File: src/rtl/pulse_train_bank.sv
// pulse_train_bank: per-channel delayed, fine-edged pulse generator feeding the EVR output SERDES.
// Optional feature macro: PULSE_TRAIN_EN adds N-repeat trains separated by a programmable zero gap.
module pulse_train_bank #(
    parameter int CHANNELS           = 4,
    parameter int SERDES_WIDTH       = 4,
    parameter int COARSE_DELAY_WIDTH = 22,
    parameter int COARSE_WIDTH_WIDTH = 20,
    parameter int TRAIN_COUNT_WIDTH  = 8,
    localparam int CHAN_W            = (CHANNELS > 1) ? $clog2(CHANNELS) : 1
) (
    input  logic                             evrClk,
    input  logic                             evrRst_n,
    input  logic                             cfgStrobe,
    input  logic [CHAN_W-1:0]                cfgChannel,
    input  logic [1:0]                       cfgOp,
    input  logic [31:0]                      cfgData,
    input  logic [CHANNELS-1:0]              triggerStrobe,
    output logic [CHANNELS-1:0]              busy,
    output logic [CHANNELS*SERDES_WIDTH-1:0] serdesPattern
);

    localparam int GAP_WIDTH = 20;
    localparam int LEN_W0    = (COARSE_DELAY_WIDTH > COARSE_WIDTH_WIDTH) ? COARSE_DELAY_WIDTH : COARSE_WIDTH_WIDTH;
    localparam int LEN_W     = (LEN_W0 > GAP_WIDTH) ? LEN_W0 : GAP_WIDTH;
    localparam int CNT_W     = LEN_W + 1;

    localparam logic [1:0] OP_CONTROL = 2'd0;
    localparam logic [1:0] OP_DELAY   = 2'd1;
    localparam logic [1:0] OP_WIDTH   = 2'd2;
    localparam logic [1:0] OP_PERIOD  = 2'd3;

    typedef enum logic [1:0] {
        ST_IDLE  = 2'd0,
        ST_DELAY = 2'd1,
        ST_PULSE = 2'd2,
        ST_GAP   = 2'd3
    } chState_t;

    // A length L is counted as L-1 down to -1; the MSB going high marks completion.
    function automatic logic [CNT_W-1:0] loadCount(input logic [LEN_W-1:0] len);
        return {1'b0, len} - CNT_W'(1'b1);
    endfunction

    logic unusedCfg;
    assign unusedCfg = ^cfgData;

    for (genvar c = 0; c < CHANNELS; c++) begin : gCh
        logic                          shEn, shInv, shRetrig;
        logic [SERDES_WIDTH-1:0]       shFirst, shLast;
        logic [COARSE_DELAY_WIDTH-1:0] shDelay;
        logic [COARSE_WIDTH_WIDTH-1:0] shWidth;
        logic                          actInv;
        logic [SERDES_WIDTH-1:0]       actFirst, actLast;
        logic [COARSE_WIDTH_WIDTH-1:0] actWidth;
        chState_t                      state, stateNext;
        logic [CNT_W-1:0]              cnt, cntNext;
        logic [SERDES_WIDTH-1:0]       word, wordNext, invMask;
        logic                          busyR, busyNext;
        logic                          wrSel, abort, accept, loadAct, finish, cntNeg;
`ifdef PULSE_TRAIN_EN
        logic [TRAIN_COUNT_WIDTH-1:0]  shTrain, trainCnt, trainNext;
        logic [GAP_WIDTH-1:0]          shGap, actGap;
`endif

        assign wrSel   = cfgStrobe && (cfgChannel == CHAN_W'(c));
        assign abort   = wrSel && (cfgOp == OP_CONTROL) && !cfgData[0];
        assign accept  = triggerStrobe[c] && shEn && ((state == ST_IDLE) || shRetrig);
        assign cntNeg  = cnt[CNT_W-1];
        assign invMask = {SERDES_WIDTH{actInv}};

        // Next-state, counter and output-word decode; disable beats trigger, trigger beats sequencing.
        always_comb begin
            stateNext = state;
            cntNext   = cnt;
            wordNext  = invMask;
            loadAct   = 1'b0;
            finish    = 1'b0;
`ifdef PULSE_TRAIN_EN
            trainNext = trainCnt;
`endif
            if (abort) begin
                stateNext = ST_IDLE;
                wordNext  = {SERDES_WIDTH{cfgData[1]}};
            end else if (accept) begin
                loadAct   = 1'b1;
                stateNext = ST_DELAY;
                cntNext   = loadCount(LEN_W'(shDelay));
                wordNext  = {SERDES_WIDTH{shInv}};
`ifdef PULSE_TRAIN_EN
                trainNext = shTrain;
`endif
            end else begin
                case (state)
                    ST_IDLE: wordNext = {SERDES_WIDTH{shInv}};
                    ST_DELAY, ST_GAP: begin
                        if (cntNeg) begin
                            stateNext = ST_PULSE;
                            cntNext   = loadCount(LEN_W'(actWidth));
                            wordNext  = actFirst ^ invMask;
                        end else begin
                            cntNext   = cnt - CNT_W'(1'b1);
                        end
                    end
                    ST_PULSE: begin
                        if (!cntNeg) begin
                            wordNext = ~invMask;
                            cntNext  = cnt - CNT_W'(1'b1);
                        end else begin
                            wordNext = actLast ^ invMask;
`ifdef PULSE_TRAIN_EN
                            if (trainCnt == {TRAIN_COUNT_WIDTH{1'b0}}) begin
                                stateNext = ST_IDLE;
                                finish    = 1'b1;
                            end else begin
                                trainNext = trainCnt - TRAIN_COUNT_WIDTH'(1'b1);
                                cntNext   = loadCount(LEN_W'(actGap));
                                stateNext = ST_GAP;
                            end
`else
                            stateNext = ST_IDLE;
                            finish    = 1'b1;
`endif
                        end
                    end
                    default: stateNext = ST_IDLE;
                endcase
            end
            // busy stays up for the cycle the final lastPattern is on the wire
            busyNext = (stateNext != ST_IDLE) || finish;
        end

        // FSM state, counters and registered outputs.
        always_ff @(posedge evrClk or negedge evrRst_n) begin
            if (!evrRst_n) begin
                state    <= ST_IDLE;
                cnt      <= {CNT_W{1'b0}};
                word     <= {SERDES_WIDTH{1'b0}};
                busyR    <= 1'b0;
`ifdef PULSE_TRAIN_EN
                trainCnt <= {TRAIN_COUNT_WIDTH{1'b0}};
`endif
            end else begin
                state    <= stateNext;
                cnt      <= cntNext;
                word     <= wordNext;
                busyR    <= busyNext;
`ifdef PULSE_TRAIN_EN
                trainCnt <= trainNext;
`endif
            end
        end

        // Shadow registers take writes; active copies latch the pre-write shadows on an accepted trigger.
        always_ff @(posedge evrClk or negedge evrRst_n) begin
            if (!evrRst_n) begin
                shEn     <= 1'b0;
                shInv    <= 1'b0;
                shRetrig <= 1'b0;
                shFirst  <= {SERDES_WIDTH{1'b0}};
                shLast   <= {SERDES_WIDTH{1'b0}};
                shDelay  <= {COARSE_DELAY_WIDTH{1'b0}};
                shWidth  <= {COARSE_WIDTH_WIDTH{1'b0}};
                actInv   <= 1'b0;
                actFirst <= {SERDES_WIDTH{1'b0}};
                actLast  <= {SERDES_WIDTH{1'b0}};
                actWidth <= {COARSE_WIDTH_WIDTH{1'b0}};
`ifdef PULSE_TRAIN_EN
                shTrain  <= {TRAIN_COUNT_WIDTH{1'b0}};
                shGap    <= {GAP_WIDTH{1'b0}};
                actGap   <= {GAP_WIDTH{1'b0}};
`endif
            end else begin
                if (loadAct) begin
                    actInv   <= shInv;
                    actFirst <= shFirst;
                    actLast  <= shLast;
                    actWidth <= shWidth;
`ifdef PULSE_TRAIN_EN
                    actGap   <= shGap;
`endif
                end
                if (wrSel) begin
                    case (cfgOp)
                        OP_CONTROL: begin
                            shEn     <= cfgData[0];
                            shInv    <= cfgData[1];
                            shRetrig <= cfgData[2];
`ifdef PULSE_TRAIN_EN
                            shTrain  <= cfgData[8 +: TRAIN_COUNT_WIDTH];
`endif
                        end
                        OP_DELAY: begin
                            shFirst <= cfgData[SERDES_WIDTH-1:0];
                            shDelay <= cfgData[SERDES_WIDTH +: COARSE_DELAY_WIDTH];
                        end
                        OP_WIDTH: begin
                            shLast  <= cfgData[SERDES_WIDTH-1:0];
                            shWidth <= cfgData[SERDES_WIDTH +: COARSE_WIDTH_WIDTH];
                        end
`ifdef PULSE_TRAIN_EN
                        OP_PERIOD: shGap <= cfgData[GAP_WIDTH-1:0];
`endif
                        default: ;
                    endcase
                end
            end
        end

        assign busy[c]                                     = busyR;
        assign serdesPattern[c*SERDES_WIDTH +: SERDES_WIDTH] = word;
    end

endmodule

File: config.mk
export PLATFORM = sky130hd
export DESIGN_NAME = pulse_train_bank
export DESIGN_NICKNAME = d
export VERILOG_FILES = /design/src/rtl/pulse_train_bank.sv
export SDC_FILE = /design/constraint.sdc
export NUM_CORES = 1
export LEC_CHECK = 0
export CORE_ASPECT_RATIO = 1.2
export CORE_MARGIN = 5
export CORE_UTILIZATION = 40
export DETAILED_ROUTE_END_ITERATION = 16
export PLACE_DENSITY_LB_ADDON = 0.1
export SETUP_SLACK_MARGIN = 0.2
export SLEW_MARGIN = 10
export SYNTH_ARGS = -nofsm -noshare
export SYNTH_HDL_FRONTEND = slang
export SYNTH_SLANG_ARGS = --single-unit
File: constraint.sdc
create_clock -name evrClk -period 3.3 [get_ports evrClk]
set_clock_uncertainty 0.15 [all_clocks]
set_input_delay 0.33 -clock evrClk [delete_from_list [all_inputs] [get_ports evrClk]]
set_output_delay 0.33 -clock evrClk [all_outputs]
set_load 0.02 [all_outputs]
# Word level (Yosys, flattened, before mapping)
# Index checks and enable logic that the tools add are counted.
op_classes:
  n_reduce_logical: 67
  n_addsub: 12
  n_eq_ne: 21
  muxes: 80
  n_bitwise: 16
ops:
  columns: ["op", "count"]
  rows:
  - ["$mux 23", 12]
  - ["$pmux 23 s2", 4]
  - ["$sub 22x1->23 const B", 4]
  - ["$sub 23x1->23 const B", 4]
  - ["$sub 20x1->21 const B", 4]
  - ["$mux 4", 16]
  - ["$pmux 4 s3", 4]
  - ["$mux 2", 16]
  - ["$reduce_and 2->1", 16]
  - ["$xor 4x4->4", 8]
  - ["$mux 1", 24]
  - ["$eq 2x2->1 const B", 11]
  - ["$logic_and 1x1->1", 20]
  - ["$not 4->4", 4]
  - ["$pmux 2 s2", 4]
  - ["$eq 2x1->1 const B", 6]
  - ["$logic_not 2->1", 6]
  - ["$ne 3x3->1 const B", 4]
  - ["$reduce_and 3->1", 4]
  - ["$reduce_bool 3->1", 4]
  - ["$logic_or 1x1->1", 8]
  - ["$reduce_bool 2->1", 4]
  - ["$reduce_or 2->1", 4]
  - ["$not 1->1", 4]
  - ["$logic_not 1->1", 1]
word_totals:
  register_bits: 448
  out_inout_bits: 20
  elab_cells: 260
  input_bits: 43

# Depth between registers and ports, before layout
depth:
  word_depth: 7
  mapped_depth: 9

# Worst setup path before layout
# OpenSTA, ideal clock, no wires.
synth_timing:
  kind: "reg2reg"
  from: "register gCh[3].cnt[13]"
  to: "register gCh[3].cnt[22]"
  period_less_slack_ns: 2.674
  arrival_time_ns: 2.460
  setup_ns: 0.064
  path_slack_ns: 0.626
  stages_incl_launch_ff: 8
  t_required_ns: 3.086
  path_cell_list: "dfrtp_1 > or4_1 > buf_2 > or4_4 > or3_1 > or4_1 > a21oi_1 > a22o_2"
synth_between:
  elab_chain_len: 4
  elab_cells_between_ends: 5
synth_rtl:
  columns: ["item", "line_no", "text"]
  rows:
  - ["start, declared", "56", "logic [CNT_W-1:0] cnt, cntNext;"]
  - ["start signal, assigned", "136", "cnt <= {CNT_W{1'b0}};"]
  - ["start signal, assigned", "144", "cnt <= cntNext;"]
  - ["$sub 23x1->23 (*)", "101, 107", null]
  - ["$mux 23, on equally long branches", "105, 96", null]
  - ["$pmux 23 s2 (*)", "93", "case (state)"]
  - ["$mux 23 (*)", "84", "end else if (accept) begin"]
# Every way passes the cells marked *; elsewhere a longest branch is shown, timed or not. The select of a mux whose other input is x is not followed.
# A chain may end at the register's enable or synchronous reset.

# Worst setup path after layout
layout_timing:
  from: "register gCh[3].shDelay[0]"
  to: "register gCh[3].cnt[22]"
layout_between:
  elab_chain_len: 2
layout_rtl:
  columns: ["item", "line_no", "text"]
  rows:
  - ["start, declared", "50", "logic [COARSE_DELAY_WIDTH-1:0] shDelay;"]
  - ["start signal, assigned", "161", "shDelay <= {COARSE_DELAY_WIDTH{1'b0}};"]
  - ["start signal, assigned", "194", "shDelay <= cfgData[SERDES_WIDTH +: COARSE_DELAY_WIDTH];"]
  - ["$sub 22x1->23", "41", "return {1'b0, len} - CNT_W'(1'b1);"]
  - ["$mux 23", "84", null]
# No other way between the ends.

==> flow_summary.toml <==
[drt]
wl_met2_um = 33480
wl_met3_um = 3630
first_iter_violations = 1206
totalWireLength_um = 68930
ant_nets = 0
routedWlPerCell_um = 21.18
wl_met1_um = 29290
vias = 18443
viasPerCell = 5.668
routed.top_layer = "met5"
detail_route.first_pass.iterations = 8
remaining_drc_errors = 0

[finish]
syn_to_final_growth_pct = 15.51
nFillCells = 5531
nets = 2528
post-route-util_pct = 46.51
seqCellArea_um2 = 11210
most-common-layout-cells = "nand2_1 (476), dfrtp_1 (448), mux2_2 (206)"
drive_gt1_share_pct = 17.08
final_common_cell = "nand2_1"
multi_input_area_um2 = 11580
final_area_um2 = 27040

[die]
start_util_pct = 40.26
pin_count = 63
die_w_um = 230.8
die_area_um2 = 63480
fp.dieH_um = 275.0
core_area_um2 = 58130
std_cell_rows = 97

[power]
p_per_area_nw_per_um2 = 914.2
ir_drop_v = 0.0003787
power.total_mw = 24.72
p_leak_nw = 11.33

[sta]
setup_viol = 0
rsz0062_at_grt = "false"
slew_headroom_pct = 23.80
finalCritPeriodShare_pct = 85.89
slew_violations = 0
min_period_ns = 2.834
fin_tns_setup_ns = 0
fmax_ghz = 0.3528
finalHoldViolCount = 0
worst_pin_slew_ns = 1.142

[global_routing]
grt_pass1_wl_um = 108800
grt_overflow = 0
first_global_vias = 18672
groute.usage.overall_pct = 21.75
grt_max_degree = 98
antenna_found_initial = 10

[placement]
place_area_um2 = 25190
dp_hpwl_um = 47280
globalplace.congestion = 0.8627
port_buffers = 56

[worst_setup_path]
setup.worst_path.end_class = "register"
crit_required_ns = 3.68
worstPathArrival_ns = 3.22
slowest_delay_ns = 0.71
slowest_stage = "or4_2"
cp_cell_sequence = "inv_1 > ha_1 > nor4b_2 > nand4_1 > or4_2 > o31a_1 > o21ai_0 > a22o_2"
r2r_cells = 8
start_kind = "register"
worstSetupPathType = "register to register"
worstPathMaxFanout = 4

[synthesis]
yosysSeqAreaShare_pct = 47.89
ys_warn_count = 0
ys_types = 81
synth.avg_cell_area_um2 = 9.778
netlist_instances = 2394
synth-edff-count = 0
synthArstFlopShare_pct = 100.0
synth_nets = 2449
yosys_most_used_dff = "dfrtp_1"
synth_seq_cells = 448
syn_area_um2 = 23410

[clock_network]
root_buffer = "clkbuf_16"
clkLatencyLatePin_ns = 0.59
clk_path_buf_depth = 3
htree_levels = 2
cts.clk_slew.worst_paths_ns = 0.06
cts_made_buffers = 51
post_cts_buffers = 0
cts_tree = "built"
clock_sinks = 448

[job]
max-cap-violations = 0

[hold_path]
hold_depth = 3
hold_path.class = "input pin to register"

[outcome]
run_status = "finished, final reports clean"
-- cell families (layout without fill, tap and decap cells) --
| family | after synthesis | after routing | share of synthesized area [%] |
|---|---|---|---|
| compound gates | 387 | 387 | 11.40 |
| xor+xnor | 197 | 197 | 7.371 |
| fa+ha+maj | 12 | 12 | 0.6414 |
| buf+inv | 157 | 274 | 2.774 |
| flops | 448 | 448 | 47.89 |
| mux | 211 | 211 | 10.12 |
| other cells | 0 | 1 | 0 |
| simple gates | 982 | 982 | 19.80 |
-- registers in the layout, summed over array words and instances, names as in the netlist --
register,flops
gCh.word,16
gCh.busyR,4
gCh.shInv,4
gCh.shRetrig,4
gCh.shDelay,88
gCh.actLast,16
gCh.actFirst,16
gCh.actWidth,80
gCh.cnt,92
gCh.state,8
gCh.shWidth,80
gCh.actInv,4
gCh.shEn,4
gCh.shFirst,16
gCh.shLast,16
-- stage by stage --
stage | hold WS (ns) | cells | setup WS [ns]
2_1_floorplan | -0.1156 | 2394 | 0.6260
3_3_place_gp | 0.2902 | 3161 | 0.1894
3_5_place_dp | 0.2963 | 3161 | 0.1494
4_1_cts | 0.2467 | 3253 | 0.3595
5_1_grt | 0.2790 | 3253 | 0.2928
6_report | 0.2824 | 3254 | 0.4655
-- layout make-up --
class,instances,area share (%)
Antenna cell,1,0.009255
Tap cell,742,3.434
Clock buffer,75,5.618
Clock inverter,16,1.138
Multi-Input combinational cell,1789,42.82
Timing Repair Buffer,145,4.988
Sequential cell,448,41.46
Inverter,38,0.5275
-- where the power goes --
part / internal [mW] / switching, mW / total [mW]
logic: 4.03 / 4.74 / 8.78
registers: 7.53 / 2.20 / 9.73
clock network: 3.87 / 2.35 / 6.21
total: 15.4 / 9.29 / 24.7
-- path summary, 6_finish.rpt --
| kind | start | to | slack (ns) |
|---|---|---|---|
| setup / recovery | gCh[3].shDelay[0] | gCh[3].cnt[22] | 0.47 |
| hold / removal | triggerStrobe[3] | gCh[3].busyR | 0.28 |
| setup reg to reg | gCh[3].shDelay[0] | gCh[3].cnt[22] | 0.47 |
| hold reg to reg | gCh[0].shWidth[9] | gCh[0].actWidth[9] | 0.31 |
| max in group asynchronous | evrRst_n | gCh[3].cnt[3] | 1.81 |
| min in group asynchronous | evrRst_n | gCh[2].actLast[2] | 0.30 |
-- per-layer routing --
layer / up-vias / global-route usage [%]
li1: 8708 / -
met1: 9184 / 27.93
met2: 418 / 37.45
met3: 131 / 3.530
met4: 2 / 7.556
met5: - / 0
-- critical path, delay by kind of cell, from the launching register on --
family	cells	cell delay (ns)
AOI/OAI and AO/OA	3	0.59
adders and majority gates	1	0.21
buffers and inverters	1	0.12
DFF	1	0.40
and+or+nand+nor	3	1.31
-- synth_stat cells, drive strengths merged (6+ instances only) --
library cell / n / area share [%]
nor3: 82 / 1.8
mux2: 206 / 9.9
o22ai: 19 / 0.51
o211a: 9 / 0.38
a21oi: 80 / 1.7
and3: 7 / 0.19
nand3b: 13 / 0.42
a221o: 7 / 0.30
or4: 27 / 0.90
a211oi: 8 / 0.26
o221a: 17 / 0.82
ha: 12 / 0.64
o21ai: 99 / 2.1
a22o: 12 / 0.45
a221oi: 13 / 0.49
nor2: 131 / 2.1
o221ai: 46 / 1.7
nand2: 476 / 7.6
nand4: 14 / 0.37
nor2b: 8 / 0.21
inv: 36 / 0.58
buf: 12 / 0.31
and2: 8 / 0.21
o31ai: 6 / 0.19
nor3b: 12 / 0.38
nand3: 51 / 1.1
or3: 53 / 1.4
nand2b: 15 / 0.40
xor2: 103 / 3.9
clkbuf: 107 / 1.9
o211ai: 13 / 0.42
nor4b: 11 / 0.44
a31oi: 10 / 0.27
dfrtp: 448 / 48
nand4b: 6 / 0.22
xnor2: 94 / 3.5
or2: 6 / 0.16
nor4: 50 / 1.4
o31a: 7 / 0.27
-- timing repair --
action,4_1_cts,5_1_grt
endpoints found under the hold margin,85,0
hold buffers,1,0
endpoints found under the setup margin,0,1
gates resized for setup,0,1
(Power assumes the default switching activity.)
